$ cat config.mk
export PLATFORM = sky130hd
export DESIGN_NAME = biu_prefetch_queue_flat
export DESIGN_NICKNAME = d
export VERILOG_FILES = /design/src/rtl/t8086_pkg.sv /design/src/rtl/biu_prefetch_queue_if.sv /design/src/rtl/biu_prefetch_queue_fifo.sv /design/src/rtl/biu_prefetch_queue.sv /design/src/flat_wrapper.sv
export SDC_FILE = /design/constraint.sdc
export NUM_CORES = 1
export LEC_CHECK = 0
export ABC_AREA = 1
export CAP_MARGIN = 10
export CORE_ASPECT_RATIO = 0.75
export CORE_UTILIZATION = 30
export DETAILED_ROUTE_END_ITERATION = 8
export PLACE_DENSITY_LB_ADDON = 0.25
export SLEW_MARGIN = 30
export SYNTH_ARGS = -nofsm -noshare
export SYNTH_HDL_FRONTEND = slang
export SYNTH_SLANG_ARGS = --single-unit
$ cat constraint.sdc
create_clock -name clk -period 6.1 [get_ports clk]
set_input_delay 0.915 -clock clk [delete_from_list [all_inputs] [get_ports clk]]
set_output_delay 0.915 -clock clk [all_outputs]
set_load 0.02 [all_outputs]
$ cat src/rtl/t8086_pkg.sv
// rtl/t8086_pkg.sv - shared 8086 core constants, types and physical address helper
//
// Purpose : common definitions for the bus interface unit and the EU data path.
// Contents: PFQ_DEPTH     - default prefetch queue capacity in bytes
//           RESET_CS/IP   - code segment / instruction pointer loaded on reset
//           paddr_t       - 20-bit physical address
//           far_ptr_t     - segment:offset pair
//           phys_addr()   - (seg*16 + off) mod 2^20
package t8086_pkg;

   localparam int          PFQ_DEPTH = 6;
   localparam logic [15:0] RESET_CS  = 16'hFFFF;
   localparam logic [15:0] RESET_IP  = 16'h0000;

   typedef logic [19:0] paddr_t;

   typedef struct packed {
      logic [15:0] cs;
      logic [15:0] ip;
   } far_ptr_t;

   // The 20-bit sum truncates naturally, giving the 8086 wrap at 1 MiB.
   function automatic paddr_t phys_addr(input logic [15:0] seg, input logic [15:0] off);
      return {seg, 4'h0} + {4'h0, off};
   endfunction

endpackage

$ cat src/rtl/biu_prefetch_queue_if.sv
// rtl/biu_prefetch_queue_if.sv - byte-wide RAM code-fetch read port
//
// Purpose : bundles the prefetch read port between the BIU and the RAM.
// Signals : ram_rd_en   - fetch read enable (BIU -> RAM)
//           ram_rd_addr - 20-bit physical fetch address (BIU -> RAM)
//           ram_rd_data - read data, combinational in the same cycle (RAM -> BIU)
// Modports: master - the BIU side, slave - the RAM side
interface biu_prefetch_queue_if;
   import t8086_pkg::*;

   logic       ram_rd_en;
   paddr_t     ram_rd_addr;
   logic [7:0] ram_rd_data;

   modport master (
      output ram_rd_en,
      output ram_rd_addr,
      input  ram_rd_data
   );

   modport slave (
      input  ram_rd_en,
      input  ram_rd_addr,
      output ram_rd_data
   );

endinterface

$ cat src/rtl/biu_prefetch_queue_fifo.sv
// rtl/biu_prefetch_queue_fifo.sv - DEPTH x 8 circular byte buffer with 0/1/2 pop and two-byte peek
//
// Purpose : storage for the instruction prefetch queue.
// Ports   : clk, rst_n   - clock, synchronous active-low reset
//           clr_i        - discard contents (flush), overrides push and pop
//           push_i       - write push_data_i at the tail this cycle
//           push_data_i  - byte to enqueue
//           pop_num_i    - bytes requested to dequeue (3 behaves as 2)
//           pop_eff_o    - bytes actually dequeued this cycle
//           count_o      - bytes held
//           byte0_o      - oldest byte, 0 when empty
//           byte1_o      - second-oldest byte, 0 when fewer than two held
module pfq_fifo
   import t8086_pkg::*;
#(
   parameter int DEPTH = PFQ_DEPTH
) (
   input  logic       clk,
   input  logic       rst_n,
   input  logic       clr_i,
   input  logic       push_i,
   input  logic [7:0] push_data_i,
   input  logic [1:0] pop_num_i,
   output logic [1:0] pop_eff_o,
   output logic [2:0] count_o,
   output logic [7:0] byte0_o,
   output logic [7:0] byte1_o
);

   logic [7:0] mem_q [DEPTH];
   logic [2:0] rd_ptr_q, rd_ptr_d;
   logic [2:0] wr_ptr_q, wr_ptr_d;
   logic [2:0] count_q,  count_d;
   logic [1:0] pop_clip;
   logic [1:0] pop_eff;
   logic       push_ok;
   logic [2:0] rd_ptr_nxt1;

   // Pointer advance by 0..2 modulo DEPTH; p < DEPTH <= 7 so one subtraction suffices.
   function automatic logic [2:0] ptr_add(input logic [2:0] p, input logic [1:0] n);
      logic [3:0] s;
      s = {1'b0, p} + {2'b00, n};
      if (s >= 4'(DEPTH)) begin
         s = s - 4'(DEPTH);
      end
      return s[2:0];
   endfunction

   always_comb begin
      pop_clip = (pop_num_i == 2'd3) ? 2'd2 : pop_num_i;
      pop_eff  = 2'd0;
      if (!clr_i) begin
         // Clamp to what is held so the count can never underflow.
         pop_eff = ({1'b0, pop_clip} > count_q) ? count_q[1:0] : pop_clip;
      end
      push_ok     = push_i & ~clr_i;
      rd_ptr_nxt1 = ptr_add(rd_ptr_q, 2'd1);
   end

   always_comb begin
      rd_ptr_d = rd_ptr_q;
      wr_ptr_d = wr_ptr_q;
      count_d  = count_q;
      if (clr_i) begin
         rd_ptr_d = 3'd0;
         wr_ptr_d = 3'd0;
         count_d  = 3'd0;
      end else begin
         rd_ptr_d = ptr_add(rd_ptr_q, pop_eff);
         if (push_ok) begin
            wr_ptr_d = ptr_add(wr_ptr_q, 2'd1);
         end
         count_d = count_q - {1'b0, pop_eff} + {2'b00, push_ok};
      end
   end

   always_ff @(posedge clk) begin
      if (!rst_n) begin
         rd_ptr_q <= 3'd0;
         wr_ptr_q <= 3'd0;
         count_q  <= 3'd0;
      end else begin
         rd_ptr_q <= rd_ptr_d;
         wr_ptr_q <= wr_ptr_d;
         count_q  <= count_d;
      end
   end

   // Storage is deliberately not reset; the count gates what is visible.
   always_ff @(posedge clk) begin
      if (rst_n && push_ok) begin
         mem_q[wr_ptr_q] <= push_data_i;
      end
   end

   assign pop_eff_o = pop_eff;
   assign count_o   = count_q;
   assign byte0_o   = (count_q >= 3'd1) ? mem_q[rd_ptr_q]    : 8'h00;
   assign byte1_o   = (count_q >= 3'd2) ? mem_q[rd_ptr_nxt1] : 8'h00;

endmodule

$ cat src/rtl/biu_prefetch_queue.sv
// rtl/biu_prefetch_queue.sv - 8086-style BIU instruction prefetch queue
//
// Purpose : fetches sequential code bytes at CS:IP into a small queue drained by the EU.
// Ports   : clk, rst_n   - clock, synchronous active-low reset
//           flush        - discard queue, restart at flush_cs:flush_ip
//           flush_cs/ip  - new fetch address on flush
//           eu_busy      - EU owns the RAM read port; no fetch this cycle
//           pop_num      - bytes consumed this cycle (0..2, 3 behaves as 2)
//           ram          - RAM read port (master side)
//           q_byte0/1    - oldest / second-oldest queued byte
//           q_count      - bytes queued
//           q_ip         - IP of q_byte0
module biu_prefetch_queue #(
   parameter int          DEPTH    = t8086_pkg::PFQ_DEPTH,
   parameter logic [15:0] RESET_CS = t8086_pkg::RESET_CS,
   parameter logic [15:0] RESET_IP = t8086_pkg::RESET_IP
) (
   input  logic                        clk,
   input  logic                        rst_n,
   input  logic                        flush,
   input  logic [15:0]                 flush_cs,
   input  logic [15:0]                 flush_ip,
   input  logic                        eu_busy,
   input  logic [1:0]                  pop_num,
   biu_prefetch_queue_if.master        ram,
   output logic [7:0]                  q_byte0,
   output logic [7:0]                  q_byte1,
   output logic [2:0]                  q_count,
   output logic [15:0]                 q_ip
);
   import t8086_pkg::*;

   localparam logic [2:0] DEPTH_C = 3'(DEPTH);

   far_ptr_t    fetch_q, fetch_d;
   logic [15:0] q_ip_q,  q_ip_d;
   logic        fetch;
   logic [1:0]  pop_eff;
   logic [2:0]  count;

   // Fullness uses the pre-pop count: a pop never makes room for a same-cycle fetch.
   assign fetch = rst_n & ~flush & ~eu_busy & (count < DEPTH_C);

   always_comb begin
      fetch_d = fetch_q;
      q_ip_d  = q_ip_q;
      if (flush) begin
         fetch_d.cs = flush_cs;
         fetch_d.ip = flush_ip;
         q_ip_d     = flush_ip;
      end else begin
         // IP wraps within the segment; no carry into CS.
         if (fetch) begin
            fetch_d.ip = fetch_q.ip + 16'd1;
         end
         q_ip_d = q_ip_q + {14'd0, pop_eff};
      end
   end

   always_ff @(posedge clk) begin
      if (!rst_n) begin
         fetch_q.cs <= RESET_CS;
         fetch_q.ip <= RESET_IP;
         q_ip_q     <= RESET_IP;
      end else begin
         fetch_q <= fetch_d;
         q_ip_q  <= q_ip_d;
      end
   end

   assign ram.ram_rd_en   = fetch;
   assign ram.ram_rd_addr = phys_addr(fetch_q.cs, fetch_q.ip);

   pfq_fifo #(
      .DEPTH (DEPTH)
   ) u_fifo (
      .clk         (clk),
      .rst_n       (rst_n),
      .clr_i       (flush),
      .push_i      (fetch),
      .push_data_i (ram.ram_rd_data),
      .pop_num_i   (pop_num),
      .pop_eff_o   (pop_eff),
      .count_o     (count),
      .byte0_o     (q_byte0),
      .byte1_o     (q_byte1)
   );

   assign q_count = count;
   assign q_ip    = q_ip_q;

endmodule

$ cat src/flat_wrapper.sv
// flat-port wrapper written by rule: the top's interface ports become plain ports
module biu_prefetch_queue_flat import t8086_pkg::*;
#(
   parameter int          DEPTH    = t8086_pkg::PFQ_DEPTH,
   parameter logic [15:0] RESET_CS = t8086_pkg::RESET_CS,
   parameter logic [15:0] RESET_IP = t8086_pkg::RESET_IP
)
  (clk, rst_n, flush, flush_cs, flush_ip, eu_busy, pop_num, q_byte0, q_byte1, q_count, q_ip, ram_ram_rd_en, ram_ram_rd_addr, ram_ram_rd_data);
  biu_prefetch_queue_if ram_i ();
  input  logic clk;
  input  logic rst_n;
  input  logic flush;
  input  logic [15:0] flush_cs;
  input  logic [15:0] flush_ip;
  input  logic eu_busy;
  input  logic [1:0] pop_num;
  output logic [7:0] q_byte0;
  output logic [7:0] q_byte1;
  output logic [2:0] q_count;
  output logic [15:0] q_ip;
  output wire logic [$bits(ram_i.ram_rd_en)-1:0] ram_ram_rd_en;
  output wire logic [$bits(ram_i.ram_rd_addr)-1:0] ram_ram_rd_addr;
  input wire logic [$bits(ram_i.ram_rd_data)-1:0] ram_ram_rd_data;
  assign ram_ram_rd_en = ram_i.ram_rd_en;
  assign ram_ram_rd_addr = ram_i.ram_rd_addr;
  assign ram_i.ram_rd_data = ram_ram_rd_data;
  biu_prefetch_queue #(.DEPTH(DEPTH), .RESET_CS(RESET_CS), .RESET_IP(RESET_IP)) u_core (.clk(clk), .rst_n(rst_n), .flush(flush), .flush_cs(flush_cs), .flush_ip(flush_ip), .eu_busy(eu_busy), .pop_num(pop_num), .ram(ram_i), .q_byte0(q_byte0), .q_byte1(q_byte1), .q_count(q_count), .q_ip(q_ip));
endmodule
# Word-level counts from Yosys, hierarchy flattened

Memories as Yosys holds them, arrays and structs flattened. A register that Yosys moved wholly into a read port is not among the register bits.
Cells that the tools add are included.
Widths: inputs -> output; s select.

Input bits: 46
Register bits: 57
Memory bits (writable): 48
Output and inout port bits: 56
Word-level logic and storage cells: 50
Memories kept: 1

Memories:

| memory              | depth | width | read ports | clocked after memory_dff | write ports | RTL line                      | text |
|---|---|---|---|---|---|---|---|
| u_core.u_fifo.mem_q | 6     | 8     | 2          | 1                        | 1           | biu_prefetch_queue_fifo.sv:30 | `logic [7:0] mem_q [DEPTH];` |

Add/subtract/negate cells: 11
Bitwise gates (word level): 7
Equal/unequal tests: 1
Multiplexer cells: 14
Magnitude comparators: 7
Reductions and logical operators: 3

Operator list:

| kind                  | number |
|---|---|
| $mux 16               | 3 |
| $add 20x16->20        | 1 |
| $add 16x1->16 const B | 1 |
| $add 16x2->16         | 1 |
| $mux 8                | 2 |
| $ge 4x3->1 const B    | 3 |
| $mux 3                | 4 |
| $sub 3x3->3 const B   | 3 |
| $add 3x1->4 const B   | 2 |
| $mux 2                | 3 |
| $add 3x2->4           | 1 |
| $and 1x1->1           | 4 |
| $add 3x1->3           | 1 |
| $ge 3x1->1 const B    | 1 |
| $ge 3x2->1 const B    | 1 |
| $gt 2x3->1            | 1 |
| $lt 3x3->1 const B    | 1 |
| $not 1->1             | 3 |
| $sub 3x2->3           | 1 |
| $eq 2x2->1 const B    | 1 |
| $mux 1                | 2 |
| $reduce_bool 2->1     | 1 |
| $reduce_or 2->1       | 1 |
| $logic_and 1x1->1     | 1 |

# Longest topological paths before layout

Gate-level depths: netlist (run 1).

Depth after elaboration: 9
Mapped depth: 17
Mapped depth without buffers: 17

# Cells and area by module

From an unflattened synthesis (run 1), not the netlist that was laid out.

Cell total of the unflattened synthesis: 864
Area total of the unflattened synthesis: 6386.1 um^2

Modules (own cells, without submodules):

| module             | sequential area each (um^2) | times used | area each (um^2) | cells an instance |
|---|---|---|---|---|
| biu_prefetch_queue | 960.9                       | 1          | 3205.6           | 515 |
| pfq_fifo           | 1621.6                      | 1          | 3180.6           | 349 |

# Least setup slack after synthesis (run 1)

No wires, ideal clock.

Path type: input port to flip-flop
From: in pop_num[1]
To: reg u_core.q_ip_q[14] (netlist: u_core.q_ip[14])
Buffers on the path: 1
Path slack: 2.714 ns
Arrival time: 3.259 ns
Required time: 5.973 ns
Setup time: 0.127 ns
Stages on the path: 17
Path through: clkbuf_1 ha_1 inv_1 nor2_1 o21ai_0 o21ai_0 a21oi_1 ha_1 inv_1 fa_1 nor2_2 nand2_1 nor2_1 nand2_1 xor2_1 nand2_1 o21ai_1

Word-level cells in the longest chain between the ends: 7

Ends and longest elaborated chain:

| item                 | RTL line                      | text |
|---|---|---|
| from (decl)          | flat_wrapper.sv:16            | `input logic [1:0] pop_num;` |
| $eq 2x2->1           | biu_prefetch_queue_fifo.sv:50 | `pop_clip = (pop_num_i == 2'd3) ? 2'd2 : pop_num_i;` |
| $mux 2 (*)           | biu_prefetch_queue_fifo.sv:50 |  |
| $gt 2x3->1           | biu_prefetch_queue_fifo.sv:54 | `pop_eff = ({1'b0, pop_clip} > count_q) ? count_q[1:0] : pop_clip;` |
| $mux 2 (*)           | biu_prefetch_queue_fifo.sv:54 |  |
| $mux 2 (*)           | biu_prefetch_queue_fifo.sv:52 | `if (!clr_i) begin` |
| $add 16x2->16 (*)    | biu_prefetch_queue.sv:56      | `q_ip_d = q_ip_q + {14'd0, pop_eff};` |
| $mux 16 (*)          | biu_prefetch_queue.sv:47      | `if (flush) begin` |
| to (signal assigned) | biu_prefetch_queue.sv:67      | `q_ip_q <= q_ip_d;` |
| to (decl)            | biu_prefetch_queue.sv:36      | `logic [15:0] q_ip_q, q_ip_d;` |

Every way passes the cells marked *; elsewhere a longest branch is shown, timed or not.
A chain may end at the register's enable or synchronous reset.

==> flow_metrics.tcl, run 1 <==
set metrics [dict create \
    crit_type "reg2out" \
    vias 5500 \
    syn_inst 808 \
    fin_nets 971 \
    cts_setup_buffers 0 \
    holdWs_ns 0.476 \
    critPathRequiredTime_ns 5.18 \
    finalSetupTns_ns 0 \
    dp_cells 1142 \
    synth_seq_cells 105 \
    worst_slack_ns 1.89 \
    synth_top_area_share_pct 23.2 \
    hold_class "reg2reg" \
    yosysTopAreaCell "edfxtp_1" \
    cp-end-kind "primary output" \
    die_h_um 127 \
    maxCapViolCount 0 \
    finalCriticalPeriod_ns 4.21 \
    die_area_um2 21300 \
    avgSynthCellArea_um2 7.69 \
    dpl_worst_slack_ns 2.02 \
    slew_headroom_pct 38.6 \
    dr.pass1.iters 5 \
    vias_per_cell 4.75 \
    setup_viol 0 \
    max-vdd-ir-drop_mv 0.118 \
    worstSetupStartpointType "flop" \
    numCtsBuffers 9 \
    areaGrowthSynthToFinish_pct 24.6 \
    clock.fmax_mhz 237 \
    drive_gt1_share_pct 5.33 \
    ys_top_cells_by_area "edfxtp_1, dfxtp_1, nand2_1" \
    rsz0062_at_grt "no" \
    clock_skew_ns 0.00679 \
    p_total_mw 2.04 \
    synthesis.area_um2 6220 \
    cts_max_level 3 \
    yosysWarnings 0 \
    postLayoutCoreUtil_pct 38.2 \
    post_cts_resized 0 \
    core-area_um2 20300 \
    hold_buffers 0 \
    grt_pass1_wl_mm 26.9 \
    cts_sinks 105 \
    cts_tree "yes" \
    grt_pass1_vias 4945 \
    clk_latency_ns 0.35 \
    hold_viol 0 \
    final_common_cell "nand2_1" \
    fp.dieW_um 168 \
    grt_overflow 0 \
    grt_use_total_pct 16.5 \
    totalWireLength_mm 17.4 \
    routedWlPerCell_um 15.0 \
    antenna_found_initial 0 \
    period_share_pct 69.1 \
    design_area_um2 7750 \
    drc 0 \
    rows 45 \
    place_congestion 0.839 \
    antenna_cells 0 \
    final_cell_mix "nand2_1, inv_1, clkdlybuf4s50_1" \
    start_util_pct 30.7 \
    synth_cell_types 45 \
    status "completed" \
    io_buffers 101 \
    worst_pin_slew_ns 0.921 \
    ant_nets 0 \
    path_clk_slew_ns 0.08 \
    grt_start_max_net_pins 42 \
    arrival_ns 3.30 \
    pwr_density_cell_nw_per_um2 264 \
    clock-root-buffer "clkbuf_16" \
    pin_count 102 \
    instances_no_fill 1158 \
    slew_viol_final 0 \
    clock_path_buffers 2 \
    placed_area_um2 7440 \
    yosysSeqAreaShare_pct 41.5 \
    p_leak_nw 3.23 \
    drt_iter0_drc 455 \
    critPathMaxFanout 41 \
    place_hpwl_mm 12.6 \
    synth_nets 884 \
]
-- critical path: stages, from the launching register on --
cell and delay, ns:
dfxtp_1 0.68, buf_4 0.45, inv_1 0.51, a21oi_1 0.26
o21ai_0 0.12, a21oi_1 0.27, clkdlybuf4s50_1 0.65
-- power by group --
part,switching [mW],internal (mW),leakage [nW]
combinational,0.375,0.267,2.18
sequential,0.0367,0.764,0.903
clock,0.289,0.311,0.148
-- synth_stat cells, drive strengths merged --
| library cell | number |
|---|---|
| nand2 | 145 |
| inv | 109 |
| nor2 | 96 |
| o21ai | 76 |
| a21oi | 70 |
| nand3 | 70 |
| dfxtp | 57 |
| edfxtp | 48 |
| ha | 26 |
| xor2 | 20 |
| buf | 19 |
| o22a | 12 |
| o22ai | 10 |
| clkbuf | 9 |
| nand4 | 7 |
| nor3 | 7 |
| fa | 4 |
| o211ai | 3 |
| or2 | 3 |
| xnor2 | 3 |
| a21o | 2 |
| a31oi | 2 |
| a211oi | 1 |
| a21boi | 1 |
| a22oi | 1 |
| and2 | 1 |
| clkinv | 1 |
| mux2i | 1 |
| nand3b | 1 |
| o21bai | 1 |
| o311ai | 1 |
| o31ai | 1 |
-- state kept, by name (all words and copies together) (netlist names) --
signal	count
u_core.u_fifo.mem_q	48
u_core.u_fifo.rd_ptr_q	3
u_core.fetch_q	32
u_core.q_ip	16
u_core.u_fifo.count_o	3
u_core.u_fifo.wr_ptr_q	3
-- routing by layer --
metal / routed length [um] / vias to the layer above / track usage, %
li1: - / 2870 / -
met1: 9370 / 2480 / 25.1
met2: 6990 / 141 / 23.5
met3: 839 / 9 / 3.12
met4: 179 / 0 / 4.17
met5: 0 / - / 0
-- final cells by class --
class | instances | area [um^2]
Timing Repair Buffer | 104 | 1030
Inverter | 110 | 413
Sequential cell | 105 | 2580
Multi-Input combinational cell | 565 | 3090
Tap cell | 258 | 323
Clock buffer | 10 | 250
Fill cell | 2122 | 12500
Clock inverter | 6 | 56.3
-- logic make-up (layout without fill, tap and decap cells) --
| family | count (synthesis) | after routing | share of synthesized area (%) |
|---|---|---|---|
| buf+inv | 138 | 230 | 8.96 |
| simple gates | 330 | 330 | 23.5 |
| xor+xnor | 23 | 23 | 3.24 |
| compound gates | 181 | 181 | 16.1 |
| flops | 105 | 105 | 41.5 |
| fa+ha+maj | 30 | 30 | 6.52 |
| mux | 1 | 1 | 0.161 |
-- worst paths after layout --
path                                                           start                               to  slack (ns)  cells after the start
worst max register to register   u_core.u_fifo.count_o[1]$_SDFF_PP0_       u_core.q_ip[14]$_SDFF_PN0_        2.82                     17
worst min register to register       u_core.fetch_q[31]$_SDFFE_PN1P_  u_core.fetch_q[31]$_SDFFE_PN1P_        0.48                      2
worst min-delay path                 u_core.fetch_q[31]$_SDFFE_PN1P_  u_core.fetch_q[31]$_SDFFE_PN1P_        0.48                      2
worst max-delay path            u_core.u_fifo.rd_ptr_q[0]$_SDFF_PP0_                       q_byte0[4]        1.89                      6
No activity file was read; power rests on OpenSTA's default activity.
==> run 2, diff against run 1 <==
==> constraint.sdc (replaced) <==
create_clock -name clk -period 4.1 [get_ports clk]
set_input_delay 0.615 -clock clk [delete_from_list [all_inputs] [get_ports clk]]
set_output_delay 0.615 -clock clk [all_outputs]
set_load 0.02 [all_outputs]
==> run 2 against run 1 <==
  * First-iteration DRC count up 16%
  * Non-clock buffer count up 11
  * Register-to-register slack worse by 2.0 ns
  * Clock power up 55%
  * Highest routed layer unchanged
  * Worst setup slack worse by 1.4 ns
  * Clock skew up 0.0034 ns
  * Routed wire length up 0.75%
  * Sequential power up 49%
  * Hold slack better by 0.011 ns
  * Final cell count up 0.95%
==> flow_metrics.tcl, run 2 (synthesis gave the netlist of run 1 again) <==
set metrics [dict create \
    rows 45 \
    final_cell_mix "nand2_1, inv_1, clkdlybuf4s50_1" \
    clock_path_buffers 2 \
    areaGrowthSynthToFinish_pct 25.8 \
    core-area_um2 20300 \
    start_util_pct 30.7 \
    holdWs_ns 0.487 \
    worstSetupStartpointType "flop" \
    dpl_worst_slack_ns 0.340 \
    io_buffers 101 \
    r2r_end "u_core.q_ip[14]$_SDFF_PN0_" \
    startpoint "u_core.u_fifo.rd_ptr_q[1]$_SDFF_PP0_" \
    grt_use_total_pct 16.7 \
    fin_nets 982 \
    die_area_um2 21300 \
    r2r_cells 17 \
    worstSetupEndpoint "q_byte1[6]" \
    slowest_stage "clkdlybuf4s50_1" \
    worstReg2RegStart "u_core.u_fifo.count_o[1]$_SDFF_PP0_" \
    crit_buf_inv 3 \
    crit_cells 10 \
    p_total_mw 3.09 \
    dp_cells 1153 \
    largest_reg_flops 48 \
    rsz0062_at_grt "no" \
    critPathTopFamily "buffers and inverters" \
    cts_sinks 105 \
    finalCriticalPeriod_ns 3.58 \
    numCtsBuffers 9 \
    grt_pass1_vias 5143 \
    slowest_delay_ns 0.64 \
    clock-root-buffer "clkbuf_16" \
    vias 5618 \
    clock_skew_ns 0.0102 \
    place_congestion 0.805 \
    pwr_density_cell_nw_per_um2 395 \
    totalWireLength_mm 17.5 \
    antenna_cells 0 \
    period_share_pct 87.2 \
    antenna_found_initial 0 \
    cts_max_level 3 \
    top_register "u_core.u_fifo.mem_q" \
    hold_viol 0 \
    crit_type "reg2out" \
    vias_per_cell 4.81 \
    drc 0 \
    fp.dieW_um 168 \
    clock.fmax_mhz 280 \
    drive_gt1_share_pct 5.93 \
    cts_setup_buffers 0 \
    final_common_cell "nand2_1" \
    arrival_ns 2.96 \
    critPathMaxFanout 9 \
    p_leak_nw 3.29 \
    maxCapViolCount 0 \
    cts_tree "yes" \
    cp-end-kind "primary output" \
    routedWlPerCell_um 15.0 \
    finalSetupTns_ns 0 \
    path_clk_slew_ns 0.08 \
    pin_count 102 \
    grt_overflow 0 \
    hold_buffers 0 \
    grt_start_max_net_pins 45 \
    clk_latency_ns 0.35 \
    crit_chain "clkinv_1 -> ha_1 -> inv_1 -> nand3_1 -> nand2_1 -> nand2_4 -> nand2_4 -> nand3_1 -> a21oi_1 -> clkdlybuf4s50_1" \
    status "completed" \
    grt_pass1_wl_mm 27.5 \
    post_cts_resized 0 \
    drt_iter0_drc 526 \
    worst_pin_slew_ns 0.915 \
    slew_viol_final 0 \
    ant_nets 0 \
    slew_headroom_pct 38.9 \
    worst_slack_ns 0.525 \
    hold_class "reg2reg" \
    max-vdd-ir-drop_mv 0.171 \
    r2r_slack_ns 0.84 \
    die_h_um 127 \
    instances_no_fill 1169 \
    setup_viol 0 \
    place_hpwl_mm 12.6 \
    critPathRequiredTime_ns 3.48 \
    dr.pass1.iters 5 \
]
[run 2: power by group]
part	switching, mW	internal, mW	total (mW)
sequential	0.0539	1.14	1.19
clock	0.442	0.487	0.929
combinational	0.562	0.406	0.968
total	1.06	2.03	3.09
[run 2: worst min path at each step]
stage	startpoint	endpoint	slack [ns]	cells past startpoint
6_report	u_core.fetch_q[31]$_SDFFE_PN1P_	u_core.fetch_q[31]$_SDFFE_PN1P_	0.49	2
3_3_place_gp	u_core.fetch_q[31]$_SDFFE_PN1P_	u_core.fetch_q[31]$_SDFFE_PN1P_	0.46	2
3_5_place_dp	u_core.fetch_q[16]$_SDFFE_PN1P_	u_core.fetch_q[16]$_SDFFE_PN1P_	0.47	1
2_1_floorplan	u_core.fetch_q[31]$_SDFFE_PN1P_	u_core.fetch_q[31]$_SDFFE_PN1P_	0.45	2
5_1_grt	u_core.fetch_q[21]$_SDFFE_PN1P_	u_core.fetch_q[21]$_SDFFE_PN1P_	0.51	1
4_1_cts	u_core.fetch_q[31]$_SDFFE_PN1P_	u_core.fetch_q[31]$_SDFFE_PN1P_	0.49	2
[run 2: per-layer routing]
layer	wire (um)	GRT usage [%]
met1	9310	25.3
met2	7130	23.7
met3	879	3.46
met4	198	4.44
met5	0	0
[run 2: final cells by class]
class | instances | area (um^2)
timing repair buffer | 115 | 1120
tap | 258 | 323
multi-input combinational | 565 | 3080
clock buffer | 9 | 225
sequential | 105 | 2580
clock inverter | 7 | 81.3
inverter | 110 | 413
fill | 2061 | 12400
[run 2: worst register-to-register path, cell delays in order (launching register included)]
cell     delay (ns)
dfxtp_1        0.45
inv_1          0.07
ha_1           0.31
inv_1          0.06
nor2_1         0.03
o21ai_0        0.30
o21ai_0        0.12
a21oi_1        0.28
ha_1           0.24
inv_1          0.06
fa_1           0.41
nor2_2         0.20
nand2_1        0.12
nor2_1         0.15
nand2_1        0.08
xor2_1         0.14
nand2_1        0.05
o21ai_1        0.06
[run 2: through the flow]
step	instance area, um^2	utilization (%)
after detailed placement	7510	37.1
after CTS	7820	38.6
after global placement	7510	37.1
after floorplan	6220	-
after global routing	7820	38.6
final	7820	38.6
